**src/rtl/cfu_mac.sv**
```systemverilog
// cfu_mac: packed-lane SIMD ops plus a bank of dot-product accumulators for the CFU slot.
// Single-cycle ops resolve combinationally; DOT holds the pipeline for MUL_LAT cycles.
module cfu_mac #(
   parameter int unsigned XLEN    = 32,
   parameter int unsigned LANE_W  = 8,
   parameter int unsigned NACC    = 4,
   parameter int unsigned MUL_LAT = 2
) (
   input  logic            clk_i,
   input  logic            rst_i,
   input  logic            en_i,
   input  logic [2:0]      funct3_i,
   input  logic [6:0]      funct7_i,
   input  logic [XLEN-1:0] src1_i,
   input  logic [XLEN-1:0] src2_i,
   output logic            stall_o,
   output logic [XLEN-1:0] rslt_o
);

   localparam int unsigned LANES = XLEN / LANE_W;
   localparam int unsigned IDXW  = (NACC > 1) ? $clog2(NACC) : 1;
   localparam int unsigned PW    = 2 * LANE_W;
   localparam int unsigned SW    = (PW > XLEN) ? PW : XLEN;
   // IDLE supplies the first stall cycle, so BUSY only needs MUL_LAT-1 cycles.
   localparam logic [3:0]  CntInit = (MUL_LAT >= 2) ? 4'(MUL_LAT - 2) : 4'd0;

   localparam logic [2:0] OpOr     = 3'd0;
   localparam logic [2:0] OpPadd   = 3'd1;
   localparam logic [2:0] OpPsat   = 3'd2;
   localparam logic [2:0] OpDot    = 3'd3;
   localparam logic [2:0] OpAccRd  = 3'd4;
   localparam logic [2:0] OpAccClr = 3'd5;

   typedef enum logic [1:0] {StIdle, StBusy, StDone} state_e;

   state_e            r_state, w_state_d;
   logic [3:0]        r_cnt, w_cnt_d;
   logic [XLEN-1:0]   r_src1, r_src2;
   logic [IDXW-1:0]   r_idx;
   logic [XLEN-1:0]   r_acc [NACC];

   logic [IDXW-1:0]   w_idx;
   logic              w_capture;
   logic              w_acc_we;
   logic [IDXW-1:0]   w_acc_widx;
   logic [XLEN-1:0]   w_acc_wdata;
   logic [XLEN-1:0]   w_padd, w_psat, w_dot;
   logic [LANE_W-1:0] w_la, w_lb;
   logic [LANE_W:0]   w_usum, w_ssum;
   logic signed [LANE_W-1:0] w_pa, w_pb;
   logic signed [PW-1:0]     w_prod;
   logic signed [SW-1:0]     w_prod_ext, w_sum_wide;
   logic              w_unused_f7;

   assign w_idx       = funct7_i[IDXW-1:0];
   assign w_unused_f7 = ^funct7_i;

   // Per-lane wrapping add and signed saturating add on the live operands.
   always_comb begin
      w_padd = '0;
      w_psat = '0;
      w_la   = '0;
      w_lb   = '0;
      w_usum = '0;
      w_ssum = '0;
      for (int l = 0; l < LANES; l++) begin
         w_la   = src1_i[l*LANE_W +: LANE_W];
         w_lb   = src2_i[l*LANE_W +: LANE_W];
         w_usum = {1'b0, w_la} + {1'b0, w_lb};
         w_ssum = {w_la[LANE_W-1], w_la} + {w_lb[LANE_W-1], w_lb};
         w_padd[l*LANE_W +: LANE_W] = w_usum[LANE_W-1:0];
         // Overflow when the extra sign bit disagrees with the lane sign bit.
         if (w_ssum[LANE_W] != w_ssum[LANE_W-1]) begin
            w_psat[l*LANE_W +: LANE_W] = w_ssum[LANE_W] ? {1'b1, {(LANE_W-1){1'b0}}}
                                                        : {1'b0, {(LANE_W-1){1'b1}}};
         end else begin
            w_psat[l*LANE_W +: LANE_W] = w_ssum[LANE_W-1:0];
         end
      end
   end

   // Signed dot product of the captured operands, sign-extended and summed modulo 2^XLEN.
   always_comb begin
      w_sum_wide = '0;
      w_pa       = '0;
      w_pb       = '0;
      w_prod     = '0;
      w_prod_ext = '0;
      for (int l = 0; l < LANES; l++) begin
         w_pa       = r_src1[l*LANE_W +: LANE_W];
         w_pb       = r_src2[l*LANE_W +: LANE_W];
         w_prod     = w_pa * w_pb;
         w_prod_ext = w_prod;
         w_sum_wide = w_sum_wide + w_prod_ext;
      end
      w_dot = w_sum_wide[XLEN-1:0];
   end

   // Opcode decode, DOT sequencing and accumulator write request.
   always_comb begin
      w_state_d   = r_state;
      w_cnt_d     = r_cnt;
      stall_o     = 1'b0;
      rslt_o      = '0;
      w_capture   = 1'b0;
      w_acc_we    = 1'b0;
      w_acc_widx  = w_idx;
      w_acc_wdata = '0;
      unique case (r_state)
         StIdle: begin
            if (en_i) begin
               case (funct3_i)
                  OpOr:     rslt_o = src1_i | src2_i;
                  OpPadd:   rslt_o = w_padd;
                  OpPsat:   rslt_o = w_psat;
                  OpDot: begin
                     stall_o   = 1'b1;
                     w_capture = 1'b1;
                     w_cnt_d   = CntInit;
                     w_state_d = (MUL_LAT <= 1) ? StDone : StBusy;
                  end
                  OpAccRd:  rslt_o = r_acc[w_idx];
                  OpAccClr: begin
                     rslt_o      = r_acc[w_idx];
                     w_acc_we    = 1'b1;
                     w_acc_wdata = '0;
                  end
                  default:  rslt_o = '0;
               endcase
            end
         end
         StBusy: begin
            if (!en_i) begin
               w_state_d = StIdle;
            end else begin
               stall_o = 1'b1;
               if (r_cnt == 4'd0) begin
                  w_state_d = StDone;
               end else begin
                  w_cnt_d = r_cnt - 4'd1;
               end
            end
         end
         StDone: begin
            w_state_d = StIdle;
            if (en_i) begin
               rslt_o      = r_acc[r_idx] + w_dot;
               w_acc_we    = 1'b1;
               w_acc_widx  = r_idx;
               w_acc_wdata = r_acc[r_idx] + w_dot;
            end
         end
         default: w_state_d = StIdle;
      endcase
   end

   // State, captured operands and accumulator bank; reset clears everything.
   always_ff @(posedge clk_i) begin
      if (rst_i) begin
         r_state <= StIdle;
         r_cnt   <= 4'd0;
         r_src1  <= '0;
         r_src2  <= '0;
         r_idx   <= '0;
         for (int i = 0; i < NACC; i++) begin
            r_acc[i] <= '0;
         end
      end else begin
         r_state <= w_state_d;
         r_cnt   <= w_cnt_d;
         if (w_capture) begin
            r_src1 <= src1_i;
            r_src2 <= src2_i;
            r_idx  <= w_idx;
         end
         if (w_acc_we) begin
            r_acc[w_acc_widx] <= w_acc_wdata;
         end
      end
   end

endmodule

```
**config.mk**
```make
export PLATFORM = sky130hd
export DESIGN_NAME = cfu_mac
export DESIGN_NICKNAME = d
export VERILOG_FILES = /design/src/rtl/cfu_mac.sv
export SDC_FILE = /design/constraint.sdc
export NUM_CORES = 1
export LEC_CHECK = 0
export ABC_CLOCK_PERIOD_IN_PS = 27200
export BUFFER_PORTS_ARGS = -buffer_cell sky130_fd_sc_hd__buf_2
export CAP_MARGIN = 20
export CORE_MARGIN = 5
export CORE_UTILIZATION = 49
export CTS_BUF_LIST = sky130_fd_sc_hd__clkbuf_2
export CTS_CLUSTER_SIZE = 10
export DETAILED_ROUTE_END_ITERATION = 6
export PLACE_DENSITY_LB_ADDON = 0.25
export SYNTH_ARGS = -nofsm -noshare
export SYNTH_HDL_FRONTEND = slang
export SYNTH_SLANG_ARGS = --single-unit
```
**constraint.sdc**
```tcl
create_clock -name clk_i -period 27.2 [get_ports clk_i]
set_input_delay 0 -clock clk_i [delete_from_list [all_inputs] [get_ports clk_i]]
set_output_delay 0 -clock clk_i [all_outputs]
set_load 0.01 [all_outputs]
```
==> flow_metrics.tcl, run 1 <==
set metrics [dict create \
    status "finished, final reports clean" \
    worstMarginPinSlew_ps 1040 \
    crit_path_start_kind "flop" \
    track_usage 0.270 \
    syn_nets 3163 \
    ctsHtreeMaxLevel 2 \
    path_common_cell "fa_1" \
    path_max_fanout 9 \
    via_per_inst 5.52 \
    avgSynthCellArea_sq_um 9.62 \
    fin_cells 3551 \
    maxSlewViolCount 0 \
    cts_made_buffers 55 \
    grt_max_degree 67 \
    syn_area_sq_um 24600 \
    setup_viol 0 \
    crit_slowest_cell "dfxtp_1" \
    critPathKind "flop to output port" \
    portBuffers 104 \
    rsz0062_at_grt "no" \
    min_period_ps 11650 \
    cts_root_buf "clkbuf_2" \
    slowest_delay_ps 680 \
    grt_pass1_vias 20908 \
    finalHoldViolCount 0 \
    synth_cell_types 79 \
    drv_cap 0 \
    tns_ps 0 \
    rr_startpoint "r_src2[8]" \
    drt-initial-drc-count 1433 \
    synth_area_leaders "fa_1 27%, edfxtp_1 16%, ha_1 10%" \
    min_period_over_period 0.428 \
    clock_skew_ps 98.5 \
    ys_ff_latch 202 \
    whs_ps 105 \
    cp.arrival_ps 11650 \
    avgRoutedWirePerCell_um 20.4 \
    async_flop_share 0 \
    post-route-util 0.565 \
    die_width_um 234 \
    min_from "funct3_i[0]" \
    rows 82 \
    holdPathStages 6 \
    dp_hpwl_um 55200 \
    synthToLayoutAreaGrowth_pct 14.7 \
    holdCritPathClass "input pin to flop" \
    required_ps 27200 \
    drc 0 \
    ff2ff_setup_slack_ps 16420 \
    initial_utilization 0.493 \
    grt_overflow 0 \
    drtAntennaViolNets 0 \
    fmax_mhz 85.9 \
    worst_r2r_endpoint "r_acc[2][30]" \
    yosys_warnings 0 \
    path_clk_slew_ps 110 \
    drive_gt1_frac 0.105 \
    nFillCells 4533 \
    gp_congestion 0.960 \
    synth_ff_type "edfxtp_1" \
    cts_num_sinks 202 \
    fp.dieH_um 234 \
    num-nets-final 3442 \
    synth_cells 2553 \
    boundaryPins 110 \
    drtPass1Iterations 6 \
    clockBufferDepth 3 \
    reg2regPathDepth 35 \
    synth_top_area_share 0.270 \
    multiInputGateArea_sq_um 17100 \
    synth_edf_count 128 \
    register_area_sq_um 5330 \
    ir_drop_mv 0.0296 \
    yosys.area.top_type "fa_1" \
    critPathBufInv 5 \
    slew_headroom 0.304 \
    cts_tree "done" \
    cts_setup_buffers 0 \
    dp.cells 3248 \
    critPathTopFamily "adder cells" \
    p_total_uw 783 \
    post_cts_resized 0 \
    p_per_area_nw_per_um2 27.8 \
    ys_seq_area_frac 0.217 \
    critPathCaptureType "output port" \
    cp_num_cells 36 \
    grt_pass1_wl_um 114000 \
    num_vias 19617 \
    core_area_sq_um 49900 \
    antenna_found_initial 7 \
    p_leak_uw 0.0135 \
    wl_um 72500 \
    clock_latency_ps 960 \
    die_area_sq_um 54700 \
]
[metrics by stage]
stage,setup WS [ps],cell area (sq um)
2_1_floorplan,18110,24600
3_3_place_gp,16660,25700
3_5_place_dp,16480,25700
4_1_cts,15500,28100
5_1_grt,14950,28200
6_report,15550,28200
[how the worst max path moves through the flow]
stage	from	endpoint
final	r_src2[8]	rslt_o[30]
after global routing	r_src2[8]	rslt_o[30]
after global placement	r_src2[8]	r_acc[1][30]
after CTS	r_src2[8]	rslt_o[30]
after floorplan	r_src1[15]	r_acc[0][30]
after detailed placement	r_src2[8]	r_acc[2][30]
[power breakdown]
| part | internal (uW) | switching [uW] | leakage [uW] |
|---|---|---|---|
| clock network | 78.4 | 140 | 0.000372 |
| registers | 334 | 10.6 | 0.00192 |
| logic | 93.2 | 126 | 0.0112 |
| total | 505 | 277 | 0.0135 |
[synth_stat cells (5+ instances only)]
cell type,number
inv_1,472
fa_1,331
nand2_1,290
ha_1,202
nor2_1,190
a21oi_1,149
and2_1,140
edfxtp_1,128
clkbuf_1,84
dfxtp_1,74
o21ai_0,63
mux4_2,62
xnor2_1,44
a21o_1,35
nor2b_1,26
xor2_1,26
nand2b_1,24
nor3_1,18
o22ai_1,15
a211oi_1,14
o211ai_1,12
buf_1,11
nand3_1,11
o21a_1,11
o21bai_1,11
a221oi_1,7
a31oi_1,7
maj3_1,6
or2_2,6
nand4_1,5
nor3b_1,5
or3_1,5
[state kept, by name, indices dropped and copies added (netlist names), named ones only]
name     cells
r_state      2
r_src2      32
r_cnt        4
r_acc      128
r_idx        2
r_src1      32
[timing repair]
item,CTS,global route
hold buffers,198,0
endpoints found under the hold margin,122,0
setup endpoints to repair,0,0
[metal layers]
metal  share of wire  GRT usage
met1            0.39      0.350
met2            0.50      0.468
met3           0.076     0.0375
met4           0.036     0.0925
met5         0.00034          0
[cell type report]
class                   instances  area share
multi-input cells            1779       0.606
flip-flops and latches        202       0.189
repair buffers                322      0.0941
inverters                     472      0.0629
well taps                     672      0.0299
clock buffers                  75      0.0133
clock inverters                24     0.00422
diodes                          5    0.000444
[cell families (layout without fill, tap and decap cells)]
logic type	Yosys count	after routing	share of synthesized area
multiplexers	65	65	0.0593
AO/OA/AOI/OAI	360	360	0.0898
AND/OR/NAND/NOR	739	739	0.140
adder cells (fa/ha/maj)	539	539	0.375
XOR/XNOR	76	76	0.0302
flip-flops	202	202	0.217
other	0	5	0
buffers and inverters	572	893	0.0888
[worst reg2reg max path: cells and delay by family, from the launching register on]
family                   cells  cell delay, ps
adder cells (fa/ha/maj)     10            4670
AND/OR/NAND/NOR              8            1910
AO/OA/AOI/OAI               12            2800
buffers and inverters        4             310
XOR/XNOR                     1             150
flip-flops                   1             680
[placed cells by master, fill, tap and decap left out, drive strengths merged, types with 24 or more instances in the layout]
master	synthesis	layout
dfxtp	74	74
ha	202	202
a21oi	150	150
inv	472	473
o21ai	66	66
nand2b	24	24
xnor2	45	45
buf	14	124
nor2b	26	26
edfxtp	128	128
dlygate4sd3	0	198
nand2	290	290
a21o	37	37
nor2	190	190
clkbuf	86	75
and2	141	141
xor2	27	27
fa	331	331
mux4	64	64
Power figures use the tool's default switching activity.
==> inputs of run 2 (changes only) <==
--- a/config.mk
+++ b/config.mk
@@ -5,7 +5,7 @@
 export SDC_FILE = /design/constraint.sdc
 export NUM_CORES = 1
 export LEC_CHECK = 0
-export ABC_CLOCK_PERIOD_IN_PS = 27200
+export ABC_CLOCK_PERIOD_IN_PS = 9500
 export BUFFER_PORTS_ARGS = -buffer_cell sky130_fd_sc_hd__buf_2
 export CAP_MARGIN = 20
 export CORE_MARGIN = 5
==> constraint.sdc (replaced) <==
create_clock -name clk_i -period 9.5 [get_ports clk_i]
set_input_delay 0 -clock clk_i [delete_from_list [all_inputs] [get_ports clk_i]]
set_output_delay 0 -clock clk_i [all_outputs]
set_load 0.01 [all_outputs]
==> run 2 against run 1 <==
Sequential power increased to 2.8 times the previous value. Utilization increased by 5.7 points. Final cell count increased by 6.3%. Clock skew increased by 64 ps. Via count increased by 4.6%. Total power increased to 3.1 times the previous value. Count of clock-buffer cells in the layout increased by 13. Die area unchanged. Hold slack improved by 37 ps. The flow now finishes with violations (negative setup slack). Worst setup slack got worse by 16000 ps. Sequential share of layout area decreased by 1.4 points. First-iteration DRC count increased by 12%.
==> flow_metrics.tcl, run 2 (synthesis gave the netlist of run 1 again) <==
set metrics [dict create \
    core_area_sq_um 49900 \
    final_cell_mix "448 x inv_1, 319 x fa_1, 276 x nand2_1" \
    critPathCaptureType "output port" \
    holdPathStages 3 \
    clockBufferDepth 3 \
    slowest_delay_ps 600 \
    min_to "r_acc[1][1]" \
    p_leak_uw 0.0148 \
    cts_made_buffers 59 \
    mostFrequentLayoutCell "inv_1" \
    path_max_fanout 4 \
    largest_register_ffs 128 \
    num_vias 20515 \
    antenna_found_initial 6 \
    p_per_area_nw_per_um2 79.5 \
    min_period_over_period 1.07 \
    gp_congestion 0.942 \
    cts_num_sinks 202 \
    track_usage 0.288 \
    drt-initial-drc-count 1610 \
    path_common_cell "fa_1" \
    drv_cap 0 \
    fmax_mhz 97.9 \
    rsz0062_at_grt "yes" \
    cp.arrival_ps 10210 \
    violations "negative setup slack" \
    tns_ps -5680 \
    ctsHtreeMaxLevel 2 \
    status "finished with violations" \
    drtAntennaViolNets 0 \
    ir_drop_mv 0.0940 \
    wl_um 77700 \
    drive_gt1_frac 0.238 \
    top_register "r_acc" \
    maxSlewViolCount 0 \
    largest_registers "r_acc x128, r_src1 x32, r_src2 x32" \
    via_per_inst 5.43 \
    num-nets-final 3662 \
    grt_overflow 0 \
    die_area_sq_um 54700 \
    register_area_sq_um 5410 \
    place_area_sq_um 26900 \
    initial_utilization 0.493 \
    fin_ws_ps -712 \
    grt_pass1_vias 21814 \
    min_period_ps 10210 \
    grt_pass1_wl_um 121000 \
    holdCritPathClass "input pin to flop" \
    cts_root_buf "clkbuf_2" \
    crit_slowest_cell "fa_1" \
    crit_path_start_kind "flop" \
    die_width_um 234 \
    fp.dieH_um 234 \
    grt_max_degree 67 \
    rows 82 \
    finalHoldViolCount 0 \
    boundaryPins 110 \
    multiInputGateArea_sq_um 18000 \
    dp.cells 3404 \
    whs_ps 143 \
    cts_tree "done" \
    required_ps 9500 \
    post-route-util 0.621 \
    worstMarginPinSlew_ps 1040 \
    drtPass1Iterations 5 \
    worst_r2r_endpoint "r_acc[2][30]" \
    fin_cells 3775 \
    avgRoutedWirePerCell_um 20.6 \
    clock_latency_ps 1140 \
    nFillCells 4205 \
    critPathKind "flop to output port" \
    slew_headroom 0.308 \
    setup_viol 15 \
    portBuffers 104 \
    clock_skew_ps 163 \
    min_from "rst_i" \
    final_cell_area_sq_um 31000 \
    path_clk_slew_ps 120 \
    ff2ff_setup_slack_ps 150 \
    synthToLayoutAreaGrowth_pct 26.1 \
    drc 0 \
    reg2regPathDepth 37 \
    dp_hpwl_um 59500 \
    rr_startpoint "r_src1[18]" \
]
run 2: cell types whose count changed in the layout (fill, tap and decap cells not counted), sizes merged:
cell | before | now
clkinv | 23 | 19
buf | 124 | 344
dlygate4sd3 | 198 | 194
diode | 5 | 3
clkbuf | 75 | 88
clkinvlp | 0 | 1
run 2: layer usage:
metal / track usage / vias up / wire (um)
met1: 0.368 / 10303 / 30300
met5: 0 / - / 41
met2: 0.506 / 796 / 39100
met3: 0.0486 / 179 / 5580
met4: 0.0863 / 6 / 2640
li1: - / 9231 / -
run 2: worst max-delay path, delay by kind of cell, from the launching register on:
kind	cells	cell delay (ps)
AOI/OAI and AO/OA	15	2250
xor gates and xnor gates	1	100
adders and majority gates	10	4520
buffers and inverters	5	430
DFF	1	380
and+or+nand+nor	6	1370
run 2: power by group:
group	leakage (uW)	switching, uW	internal, uW
combinational	0.0125	427	368
clock	0.000426	439	259
sequential	0.00195	18.5	953
total	0.0148	884	1580
run 2: cell type report:
class,instances,area share
diodes,3,0.000242
repair buffers,538,0.141
flip-flops and latches,202,0.175
multi-input cells,1779,0.582
clock buffers,88,0.0142
inverters,472,0.0573
well taps,672,0.0271
clock inverters,21,0.00355
run 2: worst max path at each step:
| stage | start | slack [ps] | end |
|---|---|---|---|
| after CTS | r_src1[13] | -790 | rslt_o[30] |
| after global placement | r_src2[24] | -350 | r_acc[1][30] |
| after detailed placement | r_src2[25] | -430 | r_acc[3][30] |
| after floorplan | r_src1[15] | 410 | r_acc[1][30] |
| final | r_src1[18] | -710 | rslt_o[30] |
| after global routing | r_src1[18] | -990 | rslt_o[30] |
run 2: through the flow:
| step | setup WS (ps) | total power, uW |
|---|---|---|
| floorplan | 406 | 1390 |
| global placement | -347 | 1610 |
| detailed placement | -427 | 1620 |
| CTS | -793 | 2420 |
| global route | -992 | 2600 |
| finish | -712 | 2460 |
run 2: timing repair:
action | 4_1_cts | 5_1_grt
gates resized for setup | 150 | 149
hold buffers | 194 | 0
endpoints found under the setup margin | 52 | 43
gates cloned | 0 | 0
pin swaps | 73 | 103
buffers inserted | 40 | 37
hold endpoints to repair | 228 | 0
